## config.mk

```make
export PLATFORM = sky130hd
export DESIGN_NAME = mips_multicycle_ctrl
export DESIGN_NICKNAME = d
export VERILOG_FILES = /design/src/rtl/mips_ctrl_pkg.sv /design/src/rtl/mips_ctrl_decode.sv /design/src/rtl/mips_multicycle_ctrl.sv
export SDC_FILE = /design/constraint.sdc
export NUM_CORES = 1
export LEC_CHECK = 0
export CORE_ASPECT_RATIO = 0.9
export CORE_UTILIZATION = 45
export DETAILED_ROUTE_END_ITERATION = 12
export DONT_BUFFER_PORTS = 1
export PLACE_DENSITY = 0.64
export SLEW_MARGIN = 20
export SYNTH_ARGS = -nofsm -noshare
export SYNTH_HDL_FRONTEND = slang
export SYNTH_HIERARCHICAL = 1
export SYNTH_SLANG_ARGS = --single-unit
```

## constraint.sdc

```tcl
create_clock -name clk -period 2 [get_ports clk]
set_input_delay 0.3 -clock clk [delete_from_list [all_inputs] [get_ports clk]]
set_output_delay 0.3 -clock clk [all_outputs]
set_load 0.01 [all_outputs]
```

## src/rtl/mips_ctrl_pkg.sv

```systemverilog
// Shared encodings for the multi-cycle MIPS control sequencer: states, opcodes,
// funct codes, ALU ops, trap causes and the latched instruction class.
package mips_ctrl_pkg;

    localparam logic [2:0] S_BOOT   = 3'd0;
    localparam logic [2:0] S_FETCH  = 3'd1;
    localparam logic [2:0] S_DECODE = 3'd2;
    localparam logic [2:0] S_EXEC   = 3'd3;
    localparam logic [2:0] S_MEM    = 3'd4;
    localparam logic [2:0] S_WB     = 3'd5;
    localparam logic [2:0] S_TRAP   = 3'd6;

    localparam logic [5:0] OP_RTYPE = 6'h00;
    localparam logic [5:0] OP_J     = 6'h02;
    localparam logic [5:0] OP_BEQ   = 6'h04;
    localparam logic [5:0] OP_ADDI  = 6'h08;
    localparam logic [5:0] OP_LW    = 6'h23;
    localparam logic [5:0] OP_SW    = 6'h2B;

    localparam logic [5:0] FN_ADD = 6'h20;
    localparam logic [5:0] FN_SUB = 6'h22;
    localparam logic [5:0] FN_AND = 6'h24;
    localparam logic [5:0] FN_OR  = 6'h25;
    localparam logic [5:0] FN_SLT = 6'h2A;

    localparam logic [2:0] ALU_AND = 3'b000;
    localparam logic [2:0] ALU_OR  = 3'b001;
    localparam logic [2:0] ALU_ADD = 3'b010;
    localparam logic [2:0] ALU_SUB = 3'b110;
    localparam logic [2:0] ALU_SLT = 3'b111;

    localparam logic [1:0] TRAP_NONE    = 2'b00;
    localparam logic [1:0] TRAP_ILLEGAL = 2'b01;
    localparam logic [1:0] TRAP_IMEM    = 2'b10;
    localparam logic [1:0] TRAP_DMEM    = 2'b11;

    typedef enum logic [2:0] {
        CLS_R, CLS_J, CLS_ADDI, CLS_LW, CLS_SW, CLS_BEQ, CLS_BAD
    } ins_class_t;

endpackage

```

## src/rtl/mips_ctrl_decode.sv

```systemverilog
// Combinational instruction classifier: opcode/funct -> class, ALU op, illegal flag.
module mips_ctrl_decode
    import mips_ctrl_pkg::*;
(
    input  logic [5:0]  op,
    input  logic [5:0]  funct,
    output ins_class_t  cls,
    output logic [2:0]  alu_op,
    output logic        illegal
);

    always_comb begin
        // NOTE: every output gets a default first so no path leaves it unassigned (no latch).
        cls    = CLS_BAD;
        alu_op = ALU_ADD;
        case (op)
            OP_RTYPE: begin
                case (funct)
                    FN_AND:  begin cls = CLS_R; alu_op = ALU_AND; end
                    FN_OR:   begin cls = CLS_R; alu_op = ALU_OR;  end
                    FN_ADD:  begin cls = CLS_R; alu_op = ALU_ADD; end
                    FN_SUB:  begin cls = CLS_R; alu_op = ALU_SUB; end
                    FN_SLT:  begin cls = CLS_R; alu_op = ALU_SLT; end
                    default: cls = CLS_BAD;
                endcase
            end
            OP_J:    cls = CLS_J;
            OP_ADDI: cls = CLS_ADDI;
            OP_LW:   cls = CLS_LW;
            OP_SW:   cls = CLS_SW;
            OP_BEQ:  begin cls = CLS_BEQ; alu_op = ALU_SUB; end
            default: cls = CLS_BAD;
        endcase
    end

    assign illegal = (cls == CLS_BAD);

endmodule

```

## src/rtl/mips_multicycle_ctrl.sv

```systemverilog
// Multi-cycle control FSM (BOOT/FETCH/DECODE/EXEC/MEM/WB/TRAP) for the MIPS datapath.
// Define CTRL_INSTRET_EN to build the retired-instruction counter.
module mips_multicycle_ctrl
    import mips_ctrl_pkg::*;
#(
    parameter int WAIT_TIMEOUT = 15,
    parameter int CNT_W        = 32
) (
    input  logic             clk,
    input  logic             rst_n,
    input  logic [31:0]      ins,
    input  logic             zero,
    input  logic             imem_ready,
    input  logic             dmem_ready,
    output logic             ir_we,
    output logic             pc_we,
    output logic             int_o,
    output logic             reg_dst,
    output logic             reg_write,
    output logic             alu_src,
    output logic             mem_read,
    output logic             mem_write,
    output logic             mem2reg,
    output logic             branch,
    output logic             jump,
    output logic [2:0]       alu_op,
    output logic             halted,
    output logic [1:0]       trap_cause,
    output logic [2:0]       state_o,
    output logic [CNT_W-1:0] instret
);

    logic [2:0] state, state_d;
    ins_class_t cls_q, dec_cls;
    logic [2:0] alu_op_q, dec_alu_op;
    logic       dec_illegal;
    logic [1:0] cause_q, cause_d;
    logic [7:0] wait_cnt, wait_d;
    logic       ready_sel, waiting, timeout;

    // Only opcode and funct matter for sequencing; the branch flag is consumed by the PC mux.
    logic unused_ins;
    assign unused_ins = ^{ins[25:6], zero};

    mips_ctrl_decode u_decode (
        .op      (ins[31:26]),
        .funct   (ins[5:0]),
        .cls     (dec_cls),
        .alu_op  (dec_alu_op),
        .illegal (dec_illegal)
    );

    assign ready_sel = (state == S_FETCH) ? imem_ready : dmem_ready;
    assign waiting   = ((state == S_FETCH) || (state == S_MEM)) && !ready_sel;
    // This is the WAIT_TIMEOUT-th consecutive low cycle; a ready on this cycle still wins.
    assign timeout   = waiting && (wait_cnt == 8'(WAIT_TIMEOUT - 1));

    always_comb begin
        state_d = state;
        cause_d = cause_q;
        case (state)
            S_BOOT:   state_d = S_FETCH;
            S_FETCH: begin
                if (imem_ready)   state_d = S_DECODE;
                else if (timeout) begin state_d = S_TRAP; cause_d = TRAP_IMEM; end
            end
            S_DECODE: begin
                if (dec_illegal) begin state_d = S_TRAP; cause_d = TRAP_ILLEGAL; end
                else             state_d = S_EXEC;
            end
            S_EXEC: begin
                case (cls_q)
                    CLS_J, CLS_BEQ: state_d = S_FETCH;
                    CLS_LW, CLS_SW: state_d = S_MEM;
                    default:        state_d = S_WB;
                endcase
            end
            S_MEM: begin
                if (dmem_ready)   state_d = (cls_q == CLS_LW) ? S_WB : S_FETCH;
                else if (timeout) begin state_d = S_TRAP; cause_d = TRAP_DMEM; end
            end
            S_WB:     state_d = S_FETCH;
            default:  state_d = S_TRAP;
        endcase
    end

    assign wait_d = (waiting && (state_d == state)) ? wait_cnt + 8'd1 : 8'd0;

    always_ff @(posedge clk or negedge rst_n) begin
        if (!rst_n) begin
            state    <= S_BOOT;
            cls_q    <= CLS_BAD;
            alu_op_q <= ALU_ADD;
            cause_q  <= TRAP_NONE;
            wait_cnt <= 8'd0;
        end else begin
            // NOTE: sequential state uses non-blocking assignment so all flops update together.
            state    <= state_d;
            cause_q  <= cause_d;
            wait_cnt <= wait_d;
            if (state == S_DECODE) begin
                cls_q    <= dec_cls;
                alu_op_q <= dec_alu_op;
            end
        end
    end

    // Moore decode of (state, latched class); BOOT strobes are gated by rst_n so
    // nothing is asserted while reset is held.
    always_comb begin
        ir_we = 1'b0; pc_we = 1'b0; int_o = 1'b0;
        reg_dst = 1'b0; reg_write = 1'b0; alu_src = 1'b0;
        mem_read = 1'b0; mem_write = 1'b0; mem2reg = 1'b0;
        branch = 1'b0; jump = 1'b0;
        alu_op = ALU_ADD;
        case (state)
            S_BOOT: begin
                int_o = rst_n;
                pc_we = rst_n;
            end
            S_FETCH: ir_we = imem_ready;
            S_EXEC: begin
                alu_op  = alu_op_q;
                alu_src = (cls_q == CLS_ADDI) || (cls_q == CLS_LW) || (cls_q == CLS_SW);
                branch  = (cls_q == CLS_BEQ);
                jump    = (cls_q == CLS_J);
                pc_we   = (cls_q == CLS_BEQ) || (cls_q == CLS_J);
            end
            S_MEM: begin
                alu_src   = 1'b1;
                mem_read  = (cls_q == CLS_LW);
                mem_write = (cls_q == CLS_SW);
                pc_we     = (cls_q == CLS_SW) && dmem_ready;
            end
            S_WB: begin
                reg_write = 1'b1;
                reg_dst   = (cls_q == CLS_R);
                mem2reg   = (cls_q == CLS_LW);
                pc_we     = 1'b1;
            end
            default: ;
        endcase
    end

    assign halted     = (state == S_TRAP);
    assign trap_cause = cause_q;
    assign state_o    = state;

`ifdef CTRL_INSTRET_EN
    logic [CNT_W-1:0] instret_q;

    always_ff @(posedge clk or negedge rst_n) begin
        if (!rst_n)                        instret_q <= '0;
        else if (pc_we && state != S_BOOT) instret_q <= instret_q + CNT_W'(1);
    end

    assign instret = instret_q;
`else
    assign instret = '0;
`endif

endmodule

```

* Word-level counts from Yosys, hierarchy flattened
Cells that the tools add are included.
** Storage, ports and cells
- Bits in registers :: 19
- Input bits :: 37
- Output and inout bits :: 52
** Cells by class
- $add $sub $neg :: 1
- Equal/unequal tests :: 29
- Mux-type cells :: 31
- Reductions and logical operators :: 18
** Operators by type and width (number)
- 6-bit equality test (second input constant) :: 7
- 3-bit two-way mux :: 7
- 3-bit equality test (second input constant) :: 6
- 3-bit case mux with 6 select lines :: 1
- 3-bit case mux with 5 select lines :: 1
- 3-bit by 2-bit equality test with 1-bit output (second input constant) :: 4
- 3-bit case mux with 2 select lines :: 2
- 3-bit case mux with 4 select lines :: 1
- 1-bit two-way mux :: 10
- 2-bit two-way mux :: 5
- 2-bit != test (second input constant) :: 5
- 8-bit by 1-bit adder with 8-bit output (second input constant) :: 1
- 8-bit by 4-bit equality test with 1-bit output (second input constant) :: 1
- 8-bit two-way mux :: 1
- 3-bit by 1-bit equality test with 1-bit output (second input constant) :: 2
- 6-bit by 2-bit equality test with 1-bit output (second input constant) :: 1
- 6-bit by 3-bit equality test with 1-bit output (second input constant) :: 1
- 6-bit by 4-bit equality test with 1-bit output (second input constant) :: 1
- 3-bit zero test :: 2
- 6-bit zero test :: 1
- 2-bit case mux with 3 select lines :: 1
- 6-bit AND reduction :: 1
- 2-bit OR reduction :: 3
- 5-bit OR reduction :: 1
- other kinds (7) :: 13

* Logic depth before layout (Yosys ltp)
- Word-level depth :: 11
- Mapped depth :: 8
- Gate-level depth less buffers :: 8

* By module
The synthesis kept the hierarchy.
** Modules (own cells, without submodules)
- mips_multicycle_ctrl :: times used 1, cells an instance 151, area an instance 1360.1 sq um
- mips_ctrl_decode :: times used 1, cells an instance 32, area an instance 226.5 sq um

* Worst setup path before layout
OpenSTA, ideal clock, no wires.
- Path type :: input to register
- Start :: in ins[28]
- End :: reg state[0] (netlist: state_o[0])
- Library setup time :: 116 ps
- Arrival time :: 1713 ps
- Required time :: 1884 ps
- Path slack :: 171 ps
- Stages on the path :: 8
- Buffers on the path :: 1
- Path through :: buf_6 > maj3_2 > o31ai_4 > nand2_1 > or3b_2 > a21oi_1 > a21oi_1 > o311ai_0
** On the way
- Cells in the longest elaborated chain, start to end :: 5
** Ends and longest elaborated chain
- from (decl) :: line mips_multicycle_ctrl.sv:11 : input logic [31:0] ins,
- 6-bit by 3-bit equality test with 1-bit output (tied with other cells) :: line mips_ctrl_decode.sv:16 : case (op)
- 3-bit case mux with 6 select lines * :: line mips_ctrl_decode.sv:16
- 3-bit equality test * :: line mips_ctrl_decode.sv:36 : assign illegal = (cls == CLS_BAD);
- named net dec_illegal :: line mips_multicycle_ctrl.sv:36 : logic dec_illegal;
- 3-bit two-way mux * :: line mips_multicycle_ctrl.sv:68 : if (dec_illegal) begin state_d = S_TRAP; cause_d = TRAP_ILLEGAL; end
- 3-bit case mux with 5 select lines * :: line mips_multicycle_ctrl.sv:61 : case (state)
- named net state_d[0] :: line mips_multicycle_ctrl.sv:33 : logic [2:0] state, state_d;
- to (signal assigned) :: line mips_multicycle_ctrl.sv:98 : state <= state_d;
- to (decl) :: line mips_multicycle_ctrl.sv:33
Mark *: on every way through the listed nets, which the timed path passes. The rest lies on a longest branch.
A chain may end at the register's enable or synchronous reset.

* Worst setup path after layout
- Start :: reg cls_q[2]
- End :: out pc_we
** On the way
- Cells in the longest elaborated chain, start to end :: 3
** Ends and longest elaborated chain
- from (decl) :: line mips_multicycle_ctrl.sv:34 : ins_class_t cls_q, dec_cls;
- from (signal assigned) :: line mips_multicycle_ctrl.sv:102 : cls_q <= dec_cls;
- 3-bit equality test (tied with other cells) :: line mips_multicycle_ctrl.sv:133 : pc_we = (cls_q == CLS_SW) && dmem_ready;
- 1-bit logical AND or 1-bit logical OR (tied branches) :: line mips_multicycle_ctrl.sv:133, mips_multicycle_ctrl.sv:127
- 1-bit case mux with 4 select lines * :: line mips_multicycle_ctrl.sv:116 : case (state)
- to (decl) :: line mips_multicycle_ctrl.sv:16 : output logic pc_we,
Every way passes the cells marked *; elsewhere a longest branch is shown, timed or not.

==> results.md <==
CTS:
- The post-CTS setup buffer count is 0.
- The clock latency at the later pin of the worst-skew pair is 0.26 ns.
- The count of H-tree levels built during CTS is 1.
- The number of clock buffers added by TritonCTS is 3.
- Clock-pin slew was measured on the worst setup and hold paths at 0.07 ns.
- The cell sitting at the root of the clock tree is a sky130_fd_sc_hd__clkbuf_8.
- The CTS tree is yes.
- The sink count of the clock tree is 19.
- The clock passes through at most 2 buffers.

Timing:
- Setup repair after global routing left no endpoint under its margin.
- For the pin with the worst max-slew slack, the measured transition is 0.862 ns.
- The max-slew violation count came to 0.
- In this run the tightest slew margin relative to its limit is 42.3%.
- The final worst slack is 0.0857 ns.
- Based on the critical path, the design can be clocked at up to 522 MHz.
- Clock skew on the completed layout was measured at 0.00300 ns.
- The setup violation total in the final timing report is 0.
- The final total negative setup slack is 0 ns.
- The final number of hold-violating endpoints is 0.
- After layout, the worst path uses 95.7% of the clock period.
- Subtracting the final worst setup slack from the clock period gives 1.91 ns.
- Across all hold checks on the routed design, the worst slack comes to 0.255 ns.

Final layout:
- The number of filler instances in the final layout is 338.
- The library cell used most frequently in the layout, excluding fill and tap cells, is sky130_fd_sc_hd__conb_1.
- In the layout the commonest cells are sky130_fd_sc_hd__conb_1 (32), sky130_fd_sc_hd__nor2_1 (22), sky130_fd_sc_hd__dfrtp_1 (16), sky130_fd_sc_hd__nand2_1 (13), sky130_fd_sc_hd__a21oi_1 (13).
- The multi-input gate area in the final layout is 933 um2.
- The antenna diode instance count is 0.
- The count of nets after finishing is 229.
- In the final layout, the share of cells above drive strength 1 is 16.4%.
- The final design utilization is 47.0%.
- In the final layout, flip-flops and latches occupy 479 um2.
- The final design area excluding fillers is 1590 um2.
- From synthesis to final layout, the design area changed by 0.0787%.

Yosys:
- The synthesized design spends more area on one cell type than any other, namely sky130_fd_sc_hd__dfrtp_1.
- The most used flip-flop cell after synthesis is sky130_fd_sc_hd__dfrtp_1.
- After synthesis, the cell types taking the most area are sky130_fd_sc_hd__dfrtp_1 (25%), sky130_fd_sc_hd__buf_4 (15%), sky130_fd_sc_hd__nor2_1 (5.2%), sky130_fd_sc_hd__dfstp_2 (5.0%), sky130_fd_sc_hd__a21oi_1 (4.1%).
- The netlist uses 51 different library cells.
- Each instance of the synthesized netlist takes up on average 8.67 um2.
- Yosys mapped a number of flops with a built-in enable equal to 0.
- The count of warnings emitted by yosys is 6.
- In this run, synthesis produced a sequential element count of 19.
- The cell count after synthesis came out at 183.
- For this run, asynchronously set or reset flops after synthesis account for 100%.
- The fraction of synthesized cell area taken by the top area cell type is 25.2%.
- The combined area of all synthesized cells is 1590 um2.
- The share of the Yosys chip area taken by registers is 30.2%.

Critical path:
- The worst setup path is of the flop to output pin kind.
- Broken down by cell family, the worst path's largest delay share belongs to simple AND/OR/NAND/NOR gates.
- Among all stages on the critical path, the largest delay is contributed by sky130_fd_sc_hd__dfstp_2.
- The source of the worst register-to-register timing path is wait_cnt[0].
- The critical-path maximum fanout is 5.
- The data arrival time of the worst path is 1.61 ns.
- The worst register-to-register path ends at state_o[2].
- The highest cell delay on the worst timing path is 0.56 ns.
- The flop-to-flop setup slack is 0.29 ns.
- The sum of buffers and inverters on the critical path is 0.
- STA classifies the critical path endpoint as an output pin.
- The signal on the critical path passes through or3b_2 -> nor2_1 -> nand2_1 -> nand3_2.
- The required time at the worst-slack endpoint is 1.70 ns.
- The worst setup path is launched from a flop.
- The number of cells on the worst reg-to-reg path is 6.

Floorplanning:
- 89 I/O pins were placed.
- The area of the core is 3380 um2.
- The starting density of the core is 47.0%.
- After floorplanning, the core was divided into 20 placement rows.
- The area of the die is 3770 um2.
- The die outline height is 58.3 um.
- The horizontal die dimension is 64.6 um.

Placed design:
- In this run the tool buffered the top-level ports with 0 buffer cells.
- The placed instance area is 1530 um2.
- The congestion estimate from routability-driven global placement came to 0.881.
- After legalization and detailed placement, the total HPWL measured 2.35 mm.
- Before CTS, the worst setup slack after placement is 0.0778 ns.

Pwr:
- Power spread over the standard cell area amounts to 946 nW/um2.
- The standby leakage power is 0.000691 uW.
- The worst IR drop on VDD is 311 uV.

Drt:
- The average wire length per cell after detail routing is 13.4 um.
- Wires add up to 3.13 mm.
- The detailed router placed 1228 vias in this run.
- In the routed layout, each cell is associated on average with a via count of 5.27.
- The total DRC errors in the routed layout is 0.
- The count of TritonRoute iterations in the first routing pass is 9.
- After the first detailed-routing iteration, the DRC count stood at 70.
- The count of nets left with antenna violations once routing finished came out at 0.

Hold path:
- The endpoint with the worst hold slack is trap_cause[0].
- The tightest min-delay check is of the input pin to flop type.
- The worst hold path passes through 2 cells.
- The hold path startpoint is imem_ready.

Status:
- The run finished with clean final reports.

Flow run:
- The count of maximum capacitance violations is 0.

GRT:
- After global routing the overflow that remains totals 0.
- The largest net degree at the start of global routing is 20.
- The via count of the first global-routing pass is 1105.
- For this run, the total global-route usage over all layers was measured as 17.5%.
- The initial antenna violation count is 0.
- The first-pass GRT wire length is 5.04 mm.
-- report_power, final --
part,internal (uW),switching (uW),total (uW)
clock network,138,130,268
registers,476,124,600
logic,261,372,633
total,876,626,1500
-- Yosys cell counts (2+ instances only) --
master                     number
sky130_fd_sc_hd__nand3_1        5
sky130_fd_sc_hd__buf_6          3
sky130_fd_sc_hd__nor2b_1        3
sky130_fd_sc_hd__or3b_2         2
sky130_fd_sc_hd__a21oi_1       13
sky130_fd_sc_hd__inv_1          3
sky130_fd_sc_hd__nand2b_1       2
sky130_fd_sc_hd__nor2_1        22
sky130_fd_sc_hd__mux2_2         5
sky130_fd_sc_hd__dfstp_2        3
sky130_fd_sc_hd__buf_2          2
sky130_fd_sc_hd__dfrtp_1       16
sky130_fd_sc_hd__nand2_1       13
sky130_fd_sc_hd__nand4b_1       2
sky130_fd_sc_hd__buf_4         32
sky130_fd_sc_hd__xor2_1         4
sky130_fd_sc_hd__nand4_1        5
sky130_fd_sc_hd__o21ai_0        3
sky130_fd_sc_hd__nor3b_1        4
sky130_fd_sc_hd__nor3_1         5
sky130_fd_sc_hd__ha_1           2
sky130_fd_sc_hd__and3_1         4
sky130_fd_sc_hd__a31oi_1        2
-- area by class of cell --
cell class,count,share of cell area [%]
well taps,44,3.47
flip-flops and latches,19,30.2
clock inverters,1,0.315
multi-input cells,155,58.8
inverters,3,0.709
repair buffers,8,3.94
clock buffers,3,2.60
-- registers in the layout, summed over array words and instances, names as in the netlist --
| signal | cells |
|---|---|
| alu_op_q | 3 |
| cls_q | 3 |
| state_o | 3 |
| trap_cause | 2 |
| wait_cnt | 8 |
-- what timing repair did --
item,4_1_cts,5_1_grt
resized for setup,0,1
endpoints found under the setup margin,0,1
hold endpoints to repair,19,0
hold buffers,1,0
-- worst max-delay path by stage --
stage | from | cells after the start | endpoint
after global placement | ins[5] | 8 | state_o[0]
after CTS | cls_q[2] | 4 | pc_we
after global routing | cls_q[2] | 4 | pc_we
final | cls_q[2] | 4 | pc_we
after floorplan | ins[28] | 8 | state_o[0]
after detailed placement | ins[5] | 8 | state_o[0]
-- metrics by stage --
stage	total power (uW)	instances
finish	1500	233
global route	1630	233
CTS	1500	233
detailed placement	1220	228
global placement	1210	228
floorplan	1150	214
-- layer usage --
metal  part of all wire (%)  wire (um)  track usage, %  vias up
li1                       -          -               -      584
met1                     44       1380            22.6      582
met2                     48       1500            29.3       60
met3                    6.8        214            2.91        2
met4                   0.80         25            7.30        0
met5                      0          0               0        -
-- cells by family after synthesis --
family / count (synthesis) / share of synthesized area, %
AO/OA/AOI/OAI: 28 / 11.7
adder cells (fa/ha/maj): 3 / 2.29
multiplexers: 6 / 4.18
XOR/XNOR: 5 / 2.76
AND/OR/NAND/NOR: 81 / 30.0
flip-flops: 19 / 30.2
other: 1 / 0.236
buffers and inverters: 40 / 18.6
Note: power is estimated with default switching activity, not from simulation.
